File: config.mk
export PLATFORM = sky130hd
export DESIGN_NAME = connection_config_loader
export DESIGN_NICKNAME = d
export VERILOG_FILES = /design/src/rtl/connection_config_loader_pkg.sv /design/src/rtl/connection_config_loader_cfg_shift_reg.sv /design/src/rtl/connection_config_loader.sv
export SDC_FILE = /design/constraint.sdc
export NUM_CORES = 1
export LEC_CHECK = 0
export CAP_MARGIN = 15
export CORE_MARGIN = 2
export CORE_UTILIZATION = 40
export CTS_CLUSTER_SIZE = 16
export DETAILED_ROUTE_END_ITERATION = 12
export PLACE_DENSITY = 0.59
export SYNTH_ARGS = -nofsm -noshare
export SYNTH_HDL_FRONTEND = slang
export SYNTH_SLANG_ARGS = --single-unit
File: constraint.sdc
create_clock -name clk -period 1.85 [get_ports clk]
set_input_delay 0.185 -clock clk [delete_from_list [all_inputs] [get_ports clk]]
set_output_delay 0.185 -clock clk [all_outputs]
set_load 0.05 [all_outputs]
File: src/rtl/connection_config_loader_pkg.sv
// Shared definitions for the serial configuration loaders (connection block, switch box, LUT):
// loader state encoding and configuration-size helpers.
package connection_config_loader_pkg;

    typedef enum logic [1:0] {
        ST_IDLE   = 2'd0,
        ST_LOAD   = 2'd1,
        ST_PARITY = 2'd2,
        ST_COMMIT = 2'd3
    } cfg_state_e;

    // Configuration bits held by one connection block.
    function automatic int unsigned cfg_nbits(input int unsigned w, input int unsigned controlin);
        return w * controlin;
    endfunction

    // Counter must reach NBITS itself, hence the +1.
    function automatic int unsigned cfg_cnt_width(input int unsigned nbits);
        return $clog2(nbits + 1);
    endfunction

endpackage

File: src/rtl/connection_config_loader_cfg_shift_reg.sv
// Shadow shift register for configuration loaders: LSB-first serial fill with synchronous
// clear and a running XOR of every bit shifted in since the last clear.
module cfg_shift_reg
    import connection_config_loader_pkg::*;
#(
    parameter int unsigned N = 48
) (
    input  logic         clk,
    input  logic         rst_n,
    input  logic         clr,
    input  logic         shift_en,
    input  logic         bit_in,
    output logic [N-1:0] data,
    output logic         parity
);

    logic [N-1:0] data_q, data_d;
    logic         parity_q, parity_d;

    always_comb begin
        data_d   = data_q;
        parity_d = parity_q;
        if (clr) begin
            data_d   = '0;
            parity_d = 1'b0;
        end else if (shift_en) begin
            // New bit enters at the top so the first bit sent ends up in bit 0.
            data_d   = {bit_in, data_q[N-1:1]};
            parity_d = parity_q ^ bit_in;
        end
    end

    always_ff @(posedge clk) begin
        if (!rst_n) begin
            data_q   <= '0;
            parity_q <= 1'b0;
        end else begin
            data_q   <= data_d;
            parity_q <= parity_d;
        end
    end

    assign data   = data_q;
    assign parity = parity_q;

endmodule

File: src/rtl/connection_config_loader.sv
// Serial configuration writer for one connection block; the active switch vector only changes on
// commit. Optional even-parity check on the stream is enabled by defining CFG_LOADER_PARITY_EN.
module connection_config_loader
    import connection_config_loader_pkg::*;
#(
    parameter int unsigned W         = 8,
    parameter int unsigned CONTROLIN = 6
) (
    input  logic                                 clk,
    input  logic                                 rst_n,
    input  logic                                 cfg_start,
    input  logic                                 cfg_in,
    input  logic                                 cfg_valid,
    output logic                                 cfg_ready,
    output logic [cfg_nbits(W, CONTROLIN)-1:0]   c,
    output logic                                 cfg_done,
    output logic                                 cfg_err
);

    localparam int unsigned NBITS = cfg_nbits(W, CONTROLIN);
    localparam int unsigned CNT_W = cfg_cnt_width(NBITS);
    localparam logic [CNT_W-1:0] LAST_BIT = CNT_W'(NBITS - 1);

    cfg_state_e       state_q, state_d;
    logic [CNT_W-1:0] cnt_q, cnt_d;
    logic [NBITS-1:0] c_q, c_d;
    logic             done_q, done_d;
    logic             sh_clr, sh_shift;
    logic [NBITS-1:0] shadow;
`ifdef CFG_LOADER_PARITY_EN
    logic             err_q, err_d;
    logic             shadow_par;
`else
    logic             shadow_par_unused;
`endif

    cfg_shift_reg #(
        .N(NBITS)
    ) u_shift (
        .clk     (clk),
        .rst_n   (rst_n),
        .clr     (sh_clr),
        .shift_en(sh_shift),
        .bit_in  (cfg_in),
        .data    (shadow),
`ifdef CFG_LOADER_PARITY_EN
        .parity  (shadow_par)
`else
        .parity  (shadow_par_unused)
`endif
    );

    always_comb begin
        state_d  = state_q;
        cnt_d    = cnt_q;
        c_d      = c_q;
        done_d   = 1'b0;
        sh_clr   = 1'b0;
        sh_shift = 1'b0;
`ifdef CFG_LOADER_PARITY_EN
        err_d    = err_q;
`endif
        unique case (state_q)
            ST_IDLE: begin
                if (cfg_start) begin
                    state_d = ST_LOAD;
                    cnt_d   = '0;
                    sh_clr  = 1'b1;
`ifdef CFG_LOADER_PARITY_EN
                    err_d   = 1'b0;
`endif
                end
            end
            ST_LOAD: begin
                // A restart wins over any bit offered in the same cycle.
                if (cfg_start) begin
                    cnt_d  = '0;
                    sh_clr = 1'b1;
                end else if (cfg_valid) begin
                    sh_shift = 1'b1;
                    cnt_d    = cnt_q + CNT_W'(1);
                    if (cnt_q == LAST_BIT) begin
`ifdef CFG_LOADER_PARITY_EN
                        state_d = ST_PARITY;
`else
                        state_d = ST_COMMIT;
`endif
                    end
                end
            end
`ifdef CFG_LOADER_PARITY_EN
            ST_PARITY: begin
                if (cfg_start) begin
                    state_d = ST_LOAD;
                    cnt_d   = '0;
                    sh_clr  = 1'b1;
                    err_d   = 1'b0;
                end else if (cfg_valid) begin
                    if (shadow_par ^ cfg_in) begin
                        err_d   = 1'b1;
                        state_d = ST_IDLE;
                    end else begin
                        state_d = ST_COMMIT;
                    end
                end
            end
`endif
            ST_COMMIT: begin
                c_d     = shadow;
                done_d  = 1'b1;
                state_d = ST_IDLE;
            end
            default: state_d = ST_IDLE;
        endcase
    end

    always_ff @(posedge clk) begin
        if (!rst_n) begin
            state_q <= ST_IDLE;
            cnt_q   <= '0;
            c_q     <= '0;
            done_q  <= 1'b0;
`ifdef CFG_LOADER_PARITY_EN
            err_q   <= 1'b0;
`endif
        end else begin
            state_q <= state_d;
            cnt_q   <= cnt_d;
            c_q     <= c_d;
            done_q  <= done_d;
`ifdef CFG_LOADER_PARITY_EN
            err_q   <= err_d;
`endif
        end
    end

    assign cfg_ready = (state_q == ST_LOAD) || (state_q == ST_PARITY);
    assign c         = c_q;
    assign cfg_done  = done_q;
`ifdef CFG_LOADER_PARITY_EN
    assign cfg_err   = err_q;
`else
    assign cfg_err   = 1'b0;
`endif

endmodule

==> impl_metrics.yaml <==
run_status:
  run_status: "complete, no violations"
die:
  design.core.area_um2: 9774
  die_area_um2: 10880
  die_h_um: 104.3
  floorplan.rows: 36
  io-pin-count: 56
  die_w_um: 104.3
  effective_utilization_at_floorplan_pct: 41.17
clocking:
  cts_root_buffer: "clkbuf_8"
  holdBufCountCts: 0
  clkTransAtPathRegs_ns: 0.09
  cts_sinks: 105
  tritoncts.num_buffers: 9
  cts_tree: "done"
  clk_latency_ns: 0.36
  cts_max_path_buffers: 2
  h-tree-depth: 3
place:
  port-buffer-count: 54
  place_hpwl_um: 4762
  globalplace.congestion: 0.6870
  placedCellCount: 589
setup_path:
  rr_endpoint: "state_q[1]"
  endpoint_kind: "primary output"
  path_max_fanout: 2
  crit_path_launch_type: "flip-flop"
  critPathKind: "flip-flop to primary output"
  slowest_delay_ns: 0.82
  cp.arrival_ns: 1.54
  r2r-start: "state_q[0]"
  cpLargestDelayFamily: "buffers and inverters"
  worst_ep_required_time_ns: 1.66
  worst_path_max_delay_cell: "clkdlybuf4s50_1"
  critical_path.n_buffers_inverters: 1
  cp_num_cells: 1
  crit_path_cell_trace: "clkdlybuf4s50_1"
  worstRegToRegCells: 6
  r2r_setup_slack_ns: 0.15
yosys:
  syn_area_per_cell_um2: 9.558
  yosysWarningCount: 0
  synth_edf_count: 0
  synth_seq_cells: 105
  synth_cells: 421
  synthesis.nets: 430
  synth_top_flop_cell: "dfxtp_1"
  proportion_of_synthesized_flip_flops_having_asynchronous_set_or_reset_pct: 0
  mappedNetlistArea_um2: 4024
  synth_seq_area_share_pct: 52.24
  synthDistinctLibCells: 30
timing:
  final-setup-viol-count: 0
  timing_hold_violations_final: 0
  unrepaired_setup_endpoints_after_global_routing: "false"
  timing_worst_slew_pin_value_ns: 0.5212
  max_slew_margin_pct: 65.14
  fin_setup_tns_ns: 0
  skew_ns: 0.01122
  post-route-min-period_ns: 1.722
  clock.fmax_ghz: 0.5806
  final_max_slew_viol_count: 0
  timing.final.crit_share_pct: 93.09
finish:
  areaGrowthSynthToFinish_pct: 21.11
  stdcell_count: 605
  most-common-layout-cells: "dfxtp_1 (105), nand2_1 (101), nor2_1 (54), clkdlybuf4s50_1 (53), mux2i_1 (48)"
  final_layout_size_suffix_gt1_share_pct: 16.53
  num-nets-final: 476
  num_antenna_cells: 0
  fillerInstances: 939
  layout.cells.most_common: "dfxtp_1"
power:
  cellLeakagePower_nw: 1.518
  power-per-cell-area_nw_per_um2: 783.3
  ir_worst_vdd_v: 0.0004283
global_route:
  grt_usage_pct: 14.35
  initial_antenna_violation_count: 0
  global_route.overflow_total: 0
  via_count_of_the_first_global_routing_pass: 2831
  global_route_wire_length_before_repair_um: 13010
  grt_start_max_net_pins: 51
routing:
  post-route-drc-count: 0
  post_drt_wl_per_cell_um: 11.93
  firstDrtPassIters: 4
  ant_nets: 0
  routed_via_density: 4.722
  initialDrtViolationCount: 77
  route.vias.total: 2857
  finalWirelength_um: 7220
hold_path:
  whs_path_depth: 3
  min_to: "u_shift.data[47]"
  hp-class: "input pin to flip-flop"
  hp-start: "cfg_in"
job:
  maxCapViolations: 0
flip-flops by register name (all words and copies together) (netlist names):
name	count
state_q	2
cfg_done	1
c	48
cnt_q	6
u_shift.data	48
where the power goes:
group          internal, W  switching [W]  total [W]
Combinational    0.0000732       0.000174   0.000247
Sequential         0.00227     0.00000775    0.00227
Clock             0.000537       0.000759    0.00130
Total              0.00288       0.000941    0.00382
cell type report:
type / instances / area, µm² / area share, %
Sequential cell: 105 / 2102 / 43.13
Multi-Input combinational cell: 282 / 1727 / 35.43
Timing Repair Buffer: 65 / 683.2 / 14.02
Tap cell: 133 / 166.4 / 3.415
Clock buffer: 11 / 141.4 / 2.901
Clock inverter: 5 / 38.79 / 0.7959
Inverter: 4 / 15.01 / 0.3081
Yosys cell counts, drive strengths merged (2+ instances only):
cell,n,area [µm²]
mux2i,48,480.5
nand2,101,379.1
and3,2,12.51
a21oi,51,427.9
buf,20,157.7
o2111ai,2,17.52
clkbuf,10,38.78
xor2,4,35.03
nor2,54,202.7
inv,3,11.26
nand3,3,15.01
dfxtp,105,2102
and2,2,12.51
ha,4,50.05
repair_timing:
action	CTS	global route
gates resized for setup	0	1
endpoints found under the setup margin	0	4
buffers inserted	0	0
metal layers:
layer / up-vias / GRT usage (%) / share of wire [%]
met1: 1325 / 17.82 / 49
met3: 6 / 4.762 / 5.1
met2: 59 / 23.72 / 45
met5: - / 0 / 0
met4: 0 / 4.054 / 0.82
li1: 1467 / - / -
cells by family (layout without fill, tap and decap cells):
kind of cell / count (synthesis) / count (layout) / share of synthesized area (%)
AOI/OAI and AO/OA: 59 / 59 / 12.19
xor gates and xnor gates: 4 / 4 / 0.8706
adders and majority gates: 4 / 4 / 1.244
buffers and inverters: 34 / 85 / 5.255
DFF: 105 / 105 / 52.24
muxes: 48 / 48 / 11.94
other: 1 / 1 / 0.09319
and+or+nand+nor: 166 / 166 / 16.17
per-stage QoR:
stage	total power, W	util, %	instance area [µm²]	setup slack, ns	hold slack [ns]
2_1_floorplan	0.002526	-	4024	0.3093	0.3011
3_3_place_gp	0.002572	47.95	4687	0.1667	0.4514
3_5_place_dp	0.002575	47.95	4687	0.1365	0.4559
4_1_cts	0.003889	49.80	4867	0.09545	0.3676
5_1_grt	0.003992	49.86	4873	0.02758	0.3907
6_report	0.003817	49.86	4873	0.1278	0.3848
worst max path at each step:
stage                     startpoint          endpoint  slack [ns]
after CTS                      c[40]             c[40]         0.1
final                          c[40]             c[40]        0.13
after global routing      state_q[0]        state_q[1]        0.03
after floorplan           state_q[1]  u_shift.data[10]        0.31
after global placement     cfg_valid          cnt_q[4]        0.17
after detailed placement   cfg_valid          cnt_q[4]        0.14
No activity file was read; power rests on OpenSTA's default activity.
